## src/rtl/wb_pkg.sv

```systemverilog
// -----------------------------------------------------------------------------
// wb_pkg
// Shared types for the multi-lane write-back/retire stage.
//   WbEntry   : one completed instruction as held in the retire queue
//   HaltCause : encoding of the sticky halt cause output
//   WbState   : retire FSM states
//   SYS_*     : syscall numbers recognised in $v0
// -----------------------------------------------------------------------------
package wb_pkg;

    localparam logic [31:0] SYS_PRINT_INT = 32'd1;
    localparam logic [31:0] SYS_EXIT      = 32'd10;

    // "reg" is a keyword, so the destination register field is named rd.
    typedef struct packed {
        logic [31:0] pc;
        logic [31:0] data;
        logic [31:0] v0;
        logic [31:0] a0;
        logic [4:0]  rd;
        logic        wen;
        logic        syscall;
        logic        exc;
    } WbEntry;

    typedef enum logic [1:0] {
        CauseNone       = 2'd0,
        CauseExit       = 2'd1,
        CauseOverflow   = 2'd2,
        CauseBadSyscall = 2'd3
    } HaltCause;

    typedef enum logic [1:0] {
        StRun    = 2'd0,
        StPrint  = 2'd1,
        StHalted = 2'd2
    } WbState;

endpackage

```

## src/rtl/retire_queue.sv

```systemverilog
// -----------------------------------------------------------------------------
// retire_queue
// In-order circular FIFO of WbEntry with up to LANES pushes and LANES pops
// per cycle. The head window always shows the LANES oldest slots; entries
// beyond o_count are stale and must be ignored by the consumer.
//   clock, reset     : clock, asynchronous active-low reset
//   i_flush          : discard all contents (wins over push/pop)
//   i_push_count     : number of entries taken from i_push_entries[0..]
//   i_push_entries   : compacted entries to append
//   i_pop_count      : number of head entries to drop
//   o_head           : LANES oldest slots, oldest at index 0
//   o_count          : registered occupancy
// -----------------------------------------------------------------------------
module retire_queue
    import wb_pkg::*;
#(
    parameter int unsigned LANES = 2,
    parameter int unsigned DEPTH = 8
) (
    input  logic                         clock,
    input  logic                         reset,
    input  logic                         i_flush,
    input  logic [$clog2(LANES+1)-1:0]   i_push_count,
    input  WbEntry [LANES-1:0]           i_push_entries,
    input  logic [$clog2(LANES+1)-1:0]   i_pop_count,
    output WbEntry [LANES-1:0]           o_head,
    output logic [$clog2(DEPTH):0]       o_count
);

    localparam int PW = $clog2(DEPTH);
    localparam int CW = $clog2(LANES + 1);
    localparam int QW = PW + 1;

    WbEntry           r_mem [DEPTH];
    logic [PW-1:0]    r_wptr;
    logic [PW-1:0]    r_rptr;
    logic [QW-1:0]    r_count;

    always_ff @(posedge clock) begin
        for (int i = 0; i < LANES; i++) begin
            if (CW'(i) < i_push_count) begin
                r_mem[r_wptr + PW'(i)] <= i_push_entries[i];
            end
        end
    end

    always_ff @(posedge clock or negedge reset) begin
        if (!reset) begin
            r_wptr  <= '0;
            r_rptr  <= '0;
            r_count <= '0;
        end else if (i_flush) begin
            r_wptr  <= '0;
            r_rptr  <= '0;
            r_count <= '0;
        end else begin
            r_wptr  <= r_wptr + PW'(i_push_count);
            r_rptr  <= r_rptr + PW'(i_pop_count);
            r_count <= r_count + QW'(i_push_count) - QW'(i_pop_count);
        end
    end

    always_comb begin
        for (int i = 0; i < LANES; i++) begin
            o_head[i] = r_mem[r_rptr + PW'(i)];
        end
    end

    assign o_count = r_count;

endmodule

```

## src/rtl/writeback_retire_unit.sv

```systemverilog
// -----------------------------------------------------------------------------
// writeback_retire_unit
// Multi-lane in-order write-back/retire stage. Buffers bundles from MEM/WB in
// a retire queue, retires ordinary entries to LANES GPR write ports, services
// print_int/exit syscalls and halts precisely on overflow.
// Optional feature macro: WB_TRACE_EN (text trace of retirement plus $finish
// one cycle after the halt; simulation only).
// Ports:
//   clock, reset                 : clock, asynchronous active-low reset
//   inValid/inReady, inCount     : bundle handshake and valid lane count
//   inPc/inData/inV0/inA0/inReg  : per-lane packed instruction fields
//   inWen/inSyscall/inExc        : per-lane flags
//   gprWrite*                    : registered GPR write ports, port 0 oldest
//   printValid/printValue/Ready  : print_int console handshake
//   halted/haltCause/haltPc      : sticky halt status
//   retiredCount                 : entries popped since reset (wraps)
//   traceFile                    : trace descriptor (WB_TRACE_EN only)
// -----------------------------------------------------------------------------
module writeback_retire_unit
    import wb_pkg::*;
#(
    parameter int unsigned LANES = 2,
    parameter int unsigned DEPTH = 8
) (
    input  logic                         clock,
    input  logic                         reset,
    input  logic                         inValid,
    output logic                         inReady,
    input  logic [$clog2(LANES+1)-1:0]   inCount,
    input  logic [LANES*32-1:0]          inPc,
    input  logic [LANES*32-1:0]          inData,
    input  logic [LANES*32-1:0]          inV0,
    input  logic [LANES*32-1:0]          inA0,
    input  logic [LANES*5-1:0]           inReg,
    input  logic [LANES-1:0]             inWen,
    input  logic [LANES-1:0]             inSyscall,
    input  logic [LANES-1:0]             inExc,
    output logic [LANES-1:0]             gprWriteEnabled,
    output logic [LANES*5-1:0]           gprWriteRegister,
    output logic [LANES*32-1:0]          gprWriteInput,
    output logic                         printValid,
    output logic [31:0]                  printValue,
    input  logic                         printReady,
    output logic                         halted,
    output logic [1:0]                   haltCause,
    output logic [31:0]                  haltPc,
    output logic [31:0]                  retiredCount,
    input  integer                       traceFile
);

    localparam int CW = $clog2(LANES + 1);
    localparam int QW = $clog2(DEPTH) + 1;

    WbState               r_state;
    WbState               w_state_next;
    HaltCause             r_halt_cause;
    HaltCause             w_cause_next;
    logic [31:0]          r_halt_pc;
    logic [31:0]          w_halt_pc_next;
    logic [31:0]          r_retired;
    logic [LANES-1:0]     r_we;
    logic [LANES*5-1:0]   r_reg;
    logic [LANES*32-1:0]  r_data;
    logic [LANES-1:0]     w_we_next;
    logic [LANES*5-1:0]   w_reg_next;
    logic [LANES*32-1:0]  w_data_next;

    WbEntry [LANES-1:0]   w_lane;
    WbEntry [LANES-1:0]   w_push_entries;
    WbEntry [LANES-1:0]   w_head;
    logic [CW-1:0]        w_push_count;
    logic [CW-1:0]        w_q_push_count;
    logic [CW-1:0]        w_pop_count;
    logic [QW-1:0]        w_occ;
    logic                 w_push;
    logic                 w_halt_now;

    // Ready depends only on registered state, never on this cycle's pops.
    assign inReady = reset && (r_state != StHalted) && (w_occ <= QW'(DEPTH - LANES));
    assign w_push  = inValid && inReady;

    always_comb begin
        for (int i = 0; i < LANES; i++) begin
            w_lane[i] = '{
                pc:      inPc[i*32 +: 32],
                data:    inData[i*32 +: 32],
                v0:      inV0[i*32 +: 32],
                a0:      inA0[i*32 +: 32],
                rd:      inReg[i*5 +: 5],
                wen:     inWen[i],
                syscall: inSyscall[i],
                exc:     inExc[i]
            };
        end
    end

    // Compact live lanes towards slot 0, dropping PC==0 bubbles.
    always_comb begin
        int k;
        k = 0;
        w_push_entries = '0;
        for (int i = 0; i < LANES; i++) begin
            if (CW'(i) < inCount && w_lane[i].pc != 32'h0) begin
                for (int j = 0; j < LANES; j++) begin
                    if (j == k) begin
                        w_push_entries[j] = w_lane[i];
                    end
                end
                k = k + 1;
            end
        end
        w_push_count = CW'(k);
    end

    assign w_q_push_count = w_push ? w_push_count : '0;

    retire_queue #(
        .LANES (LANES),
        .DEPTH (DEPTH)
    ) u_retire_queue (
        .clock          (clock),
        .reset          (reset),
        .i_flush        (w_halt_now),
        .i_push_count   (w_q_push_count),
        .i_push_entries (w_push_entries),
        .i_pop_count    (w_pop_count),
        .o_head         (w_head),
        .o_count        (w_occ)
    );

    // Retire FSM: next state, pop count and write-port contents.
    always_comb begin
        int   n;
        logic stop;
        w_state_next   = r_state;
        w_pop_count    = '0;
        w_halt_now     = 1'b0;
        w_cause_next   = r_halt_cause;
        w_halt_pc_next = r_halt_pc;
        w_we_next      = '0;
        w_reg_next     = '0;
        w_data_next    = '0;
        n              = 0;
        stop           = 1'b0;
        case (r_state)
            StRun: begin
                if (w_occ != '0) begin
                    if (w_head[0].exc) begin
                        w_pop_count    = CW'(1);
                        w_halt_now     = 1'b1;
                        w_state_next   = StHalted;
                        w_cause_next   = CauseOverflow;
                        w_halt_pc_next = w_head[0].pc;
                    end else if (w_head[0].syscall) begin
                        if (w_head[0].v0 == SYS_PRINT_INT) begin
                            w_state_next = StPrint;
                        end else begin
                            w_pop_count    = CW'(1);
                            w_halt_now     = 1'b1;
                            w_state_next   = StHalted;
                            w_cause_next   = (w_head[0].v0 == SYS_EXIT) ? CauseExit
                                                                        : CauseBadSyscall;
                            w_halt_pc_next = w_head[0].pc;
                        end
                    end else begin
                        // Longest run of ordinary entries from the head.
                        for (int i = 0; i < LANES; i++) begin
                            if (!stop && QW'(i) < w_occ && !w_head[i].syscall
                                    && !w_head[i].exc) begin
                                n = n + 1;
                            end else begin
                                stop = 1'b1;
                            end
                        end
                        w_pop_count = CW'(n);
                        for (int i = 0; i < LANES; i++) begin
                            if (i < n && w_head[i].wen && w_head[i].rd != 5'd0) begin
                                w_we_next[i] = 1'b1;
                                // A younger write to the same register in this group wins.
                                for (int j = i + 1; j < LANES; j++) begin
                                    if (j < n && w_head[j].wen && w_head[j].rd == w_head[i].rd) begin
                                        w_we_next[i] = 1'b0;
                                    end
                                end
                            end
                            if (w_we_next[i]) begin
                                w_reg_next[i*5 +: 5]   = w_head[i].rd;
                                w_data_next[i*32 +: 32] = w_head[i].data;
                            end
                        end
                    end
                end
            end
            StPrint: begin
                if (printReady) begin
                    w_pop_count  = CW'(1);
                    w_state_next = StRun;
                end
            end
            StHalted: begin
                w_state_next = StHalted;
            end
            default: begin
                w_state_next = StRun;
            end
        endcase
    end

    always_ff @(posedge clock or negedge reset) begin
        if (!reset) begin
            r_state      <= StRun;
            r_halt_cause <= CauseNone;
            r_halt_pc    <= '0;
            r_retired    <= '0;
            r_we         <= '0;
            r_reg        <= '0;
            r_data       <= '0;
        end else begin
            r_state      <= w_state_next;
            r_halt_cause <= w_cause_next;
            r_halt_pc    <= w_halt_pc_next;
            r_retired    <= r_retired + 32'(w_pop_count);
            r_we         <= w_we_next;
            r_reg        <= w_reg_next;
            r_data       <= w_data_next;
        end
    end

    assign gprWriteEnabled  = r_we;
    assign gprWriteRegister = r_reg;
    assign gprWriteInput    = r_data;
    assign printValid       = (r_state == StPrint);
    assign printValue       = printValid ? w_head[0].a0 : 32'h0;
    assign halted           = (r_state == StHalted);
    assign haltCause        = r_halt_cause;
    assign haltPc           = r_halt_pc;
    assign retiredCount     = r_retired;

`ifdef WB_TRACE_EN
    always @(posedge clock) begin
        if (reset) begin
            for (int i = 0; i < LANES; i++) begin
                if (w_we_next[i]) begin
                    $display("@%h: $%0d <= %h", w_head[i].pc, w_head[i].rd, w_head[i].data);
                end
            end
            if (r_state == StPrint && printReady) begin
                $display("%0d", w_head[0].a0);
            end
            if (w_halt_now) begin
                if (w_cause_next == CauseOverflow) begin
                    $display("Runtime exception at %h: arithmetic overflow", w_halt_pc_next);
                end else if (w_cause_next == CauseExit) begin
                    $display("exit at %h", w_halt_pc_next);
                end else begin
                    $display("bad syscall at %h", w_halt_pc_next);
                end
            end
            if (r_state == StHalted) begin
                $finish;
            end
        end
    end
`else
    logic w_unused_trace;
    assign w_unused_trace = ^traceFile;
`endif

endmodule

```

## config.mk

```make
export PLATFORM = sky130hd
export DESIGN_NAME = writeback_retire_unit
export DESIGN_NICKNAME = d
export VERILOG_FILES = /design/src/rtl/wb_pkg.sv /design/src/rtl/retire_queue.sv /design/src/rtl/writeback_retire_unit.sv
export SDC_FILE = /design/constraint.sdc
export NUM_CORES = 2
export LEC_CHECK = 0
export ABC_CLOCK_PERIOD_IN_PS = 32200
export CAP_MARGIN = 20
export CORE_MARGIN = 2
export CORE_UTILIZATION = 50
export CTS_BUF_LIST = sky130_fd_sc_hd__clkbuf_4
export DETAILED_ROUTE_END_ITERATION = 10
export PLACE_DENSITY_LB_ADDON = 0.25
export SETUP_SLACK_MARGIN = 0.3
export SLEW_MARGIN = 20
export SYNTH_ARGS = -nofsm -noshare
export SYNTH_HDL_FRONTEND = slang
export SYNTH_SLANG_ARGS = --single-unit
export TNS_END_PERCENT = 10
```

## constraint.sdc

```tcl
create_clock -name clock -period 32.2 [get_ports clock]
set_input_delay 8.05 -clock clock [delete_from_list [all_inputs] [get_ports clock]]
set_output_delay 8.05 -clock clock [all_outputs]
set_load 0.05 [all_outputs]
```

==> run_results.csv <==
group,metric,value,unit
routing,drtPass1Iterations,8,
power,p_sw_share,31.4,%
synth,ys_dominant_reg_cell,"edfxtp_1",
global_routing,grt_max_degree,294,
timing,setup_viol,0,
clock_network,cts_sinks,1242,
worst_setup_path,crit_buf_inv,2,
worst_setup_path,crit_slowest_cell,"clkdlybuf4s50_1",
power,p_total,4.62,mW
timing,setup_tns,0,ps
power,p_leak,26.4,nW
clock_network,cts_setup_buffers,0,
worst_setup_path,cp_cell_sequence,"clkbuf_8 -> nand2b_1 -> a311oi_1 -> clkdlybuf4s50_1",
global_routing,antenna_found_initial,36,
power,pwr-share-seq,40.1,%
routing,dr.first_iter.drc_count,6901,
timing,fin_skew,119,ps
global_routing,grt_util_met2,47.8,%
layout,drive_gt1_share,13.4,%
synth,synthArstFlopShare,12.4,%
layout,layout.nets,7917,
die,dieArea,150000,µm²
routing,vias_per_cell,6.28,
power,power_density,56.3,nW/µm²
timing,hold_violations,0,
die,rows,140,
power,power_frac_clock,32.3,%
power,p_int,3.17,mW
die,core-area,146000,µm²
power,p_switching,1.45,mW
synth,synth-compound-area-share,16.1,%
layout,n_fill_cell,12500,
worst_setup_path,worstSetupStartpointType,"primary input",
worst_setup_path,path_class,"in2out",
global_routing,grt_pass1_vias,58800,
timing,finalHoldWorstSlack,471,ps
placement,numPortBuffers,454,
run,drv_cap,0,
synth,syn-cell-area,73300,µm²
worst_setup_path,max_stage_delay,1060,ps
routing,vias,61500,
layout,layout-area-overhead-vs-synth,11.8,%
die,ios,487,
clock_network,cts_hold_buf,0,
layout,fin_area,82000,µm²
timing,max-slew-margin-rel,20.1,%
synth,synth_nets,8006,
clock_network,numCtsBuffers,355,
routing,drtAntennaViolNets,0,
placement,place_area,77400,µm²
worst_setup_path,cp-end-kind,"output pin",
synth,postSynthAreaPerCell,9.55,µm²
clock_network,cts_resized,0,
min_path,min_path_type,"reg2reg",
routing,wl,229000,µm
die,die_width,387,µm
clock_network,cts-root-buf,"clkbuf_4",
global_routing,met3_usage,5.96,%
power,combinationalPowerShare,27.6,%
synth,yosys.area_share.adder,0.393,%
global_routing,busiest_layer,"met2",
synth,synth_mux_area_share,11.1,%
synth,yosys.area_share.simple,16.3,%
clock_network,clockBufferDepth,4,
worst_setup_path,cp_data_required_time,24150,ps
clock_network,cts-htree-levels,5,
clock_network,clkTransAtPathRegs,60,ps
die,initial_utilization,50.4,%
synth,synth_xor_area_share,0.596,%
placement,dp_hpwl,127000,µm
synth,synth_edf_count,1088,
timing,drv_slew,0,
clock_network,cts_tree,"yes",
run_status,status,"completed",
routing,wire_per_inst,23.4,µm
worst_setup_path,crit_fanout,16,
timing,rsz0062_at_grt,"no",
worst_setup_path,arrival,9810,ps
timing,min_period_over_period,55.5,%
timing,fmax,56.0,MHz
synth,postSynthCellCount,7676,
global_routing,grtUsageTotal,29.9,%
worst_setup_path,critical-path-top-delay-family,"buffers and inverters",
synth,synth_seq_cells,1242,
timing,worst_pin_slew,1200,ps
synth,synth.distinct_cells,64,
global_routing,grt_pass1_wl,345000,µm
timing,post-route-min-period,17860,ps
global_routing,use_met1,38.6,%
clock_network,clk_latency,1300,ps
synth,synth_seq_area_share,49.8,%
die,die_h,387,µm
routing,drc,0,
power,peakVddDrop,0.0961,mV
placement,gp_congestion,0.828,
synth,yosysWarningCount,0,
global_routing,overflow,0,
synth,synth_top_family_by_area,"simple AND/OR/NAND/NOR gates",
==> cell families (layout without fill, tap and decap cells) <==
| family | count (synthesis) | in the layout |
|---|---|---|
| and+or+nand+nor | 2673 | 2673 |
| xor gates and xnor gates | 49 | 49 |
| AOI/OAI and AO/OA | 2243 | 2243 |
| DFF | 1242 | 1242 |
| adders and majority gates | 20 | 20 |
| other | 0 | 26 |
| muxes | 434 | 434 |
| buffers and inverters | 1015 | 1194 |
==> cell usage after synthesis (all sizes together) (3+ instances only) <==
cell type | n | area [µm²]
a21oi | 1120 | 5610
and2 | 137 | 857
and4 | 4 | 35.0
buf | 166 | 781
clkbuf | 826 | 3230
dfrtp | 154 | 3850
edfxtp | 1088 | 32700
fa | 5 | 100
ha | 15 | 188
inv | 22 | 82.6
mux2 | 67 | 856
mux2i | 76 | 764
mux4 | 291 | 6550
nand2 | 232 | 871
nand2b | 8 | 57.6
nand3 | 980 | 4900
nand4 | 18 | 113
nor2 | 1194 | 4480
nor2b | 10 | 65.1
nor3 | 15 | 80.1
nor4 | 59 | 369
nor4b | 6 | 58.8
o21ai | 960 | 4800
o22ai | 7 | 43.8
o2bb2ai | 135 | 1180
o31ai | 3 | 22.5
or2 | 3 | 18.8
xnor2 | 34 | 298
xor2 | 15 | 139
==> stage by stage <==
| stage | setup WS, ps | utilization (%) | instances |
|---|---|---|---|
| final | 14340 | 56.3 | 9798 |
| after global routing | 14230 | 56.3 | 9792 |
| after CTS | 14330 | 56.2 | 9771 |
| after detailed placement | 14330 | 53.2 | 9146 |
| after global placement | 14340 | 53.1 | 9145 |
| after floorplan | 11070 | - | 7676 |
==> state kept, by name (all words and copies together), names as in the netlist <==
name,count
u_retire_queue.o_count,4
haltCause,2
gprWriteInput,64
haltPc,32
u_retire_queue.r_wptr,3
r_state,2
retiredCount,32
gprWriteEnabled,2
u_retire_queue.r_rptr,3
u_retire_queue.r_mem,1088
gprWriteRegister,10
==> worst paths after layout <==
check	from	endpoint	slack (ps)	cells past startpoint
max	reset	inReady	14340	4
min	retiredCount[31]	retiredCount[31]	470	1
max reg2reg	u_retire_queue.r_rptr[0]	retiredCount[28]	25540	17
min reg2reg	retiredCount[31]	retiredCount[31]	470	1
max in group asynchronous	reset	gprWriteInput[3]	23850	3
min in group asynchronous	reset	haltPc[21]	6640	1
==> power groups by stage <==
stage	clock [mW]	combinational [mW]	sequential, mW
after detailed placement	0	1.28	1.89
after floorplan	0	0.903	1.92
after global placement	0	1.26	1.89
after CTS	1.52	1.28	1.85
final	1.49	1.27	1.85
after global routing	1.60	1.36	1.86
==> cell type report <==
cell class                 instances  area [µm²]  area share [%]
timing repair buffer             546        5460            6.66
tap                             1917        2400            2.93
clock buffer                     534        4010            4.89
clock inverter                    91         494           0.603
multi-input combinational       5419       32900            40.2
antenna                           26        65.1          0.0794
inverter                          23        93.8           0.114
sequential                      1242       36500            44.6
==> layer usage <==
metal  vias up  share of wire, %  wire length, µm
met5         -             0.052              120
met4        20               4.3             9950
met2      3400                47           107000
met3       570                10            22800
met1     29400                39            88600
li1      28100                 -                -
==> placed cells by master, fill, tap and decap left out, drive strengths merged, types with 18 or more instances in the layout <==
| cell | instances |
|---|---|
| a21oi | 1120 |
| and2 | 137 |
| buf | 92 |
| clkbuf | 535 |
| clkdlybuf4s50 | 453 |
| clkinv | 83 |
| dfrtp | 154 |
| diode | 26 |
| edfxtp | 1088 |
| inv | 26 |
| mux2 | 67 |
| mux2i | 76 |
| mux4 | 291 |
| nand2 | 232 |
| nand3 | 980 |
| nand4 | 18 |
| nor2 | 1194 |
| nor4 | 59 |
| o21ai | 960 |
| o2bb2ai | 135 |
| xnor2 | 34 |
==> worst register-to-register path, stage by stage (launching register included) <==
cell and delay (ps):
dfrtp_4 1090, ha_4 790, buf_4 890, a21oi_1 210
mux4_2 560, nor3_1 230, ha_1 180, a32oi_1 80
nand2b_1 200, ha_1 210, inv_1 60, fa_1 540
nor2_1 220, and3_1 260, nand2_1 210, nor4_1 580
nand3_1 160, xnor2_1 150
No activity file was read; power rests on OpenSTA's default activity.
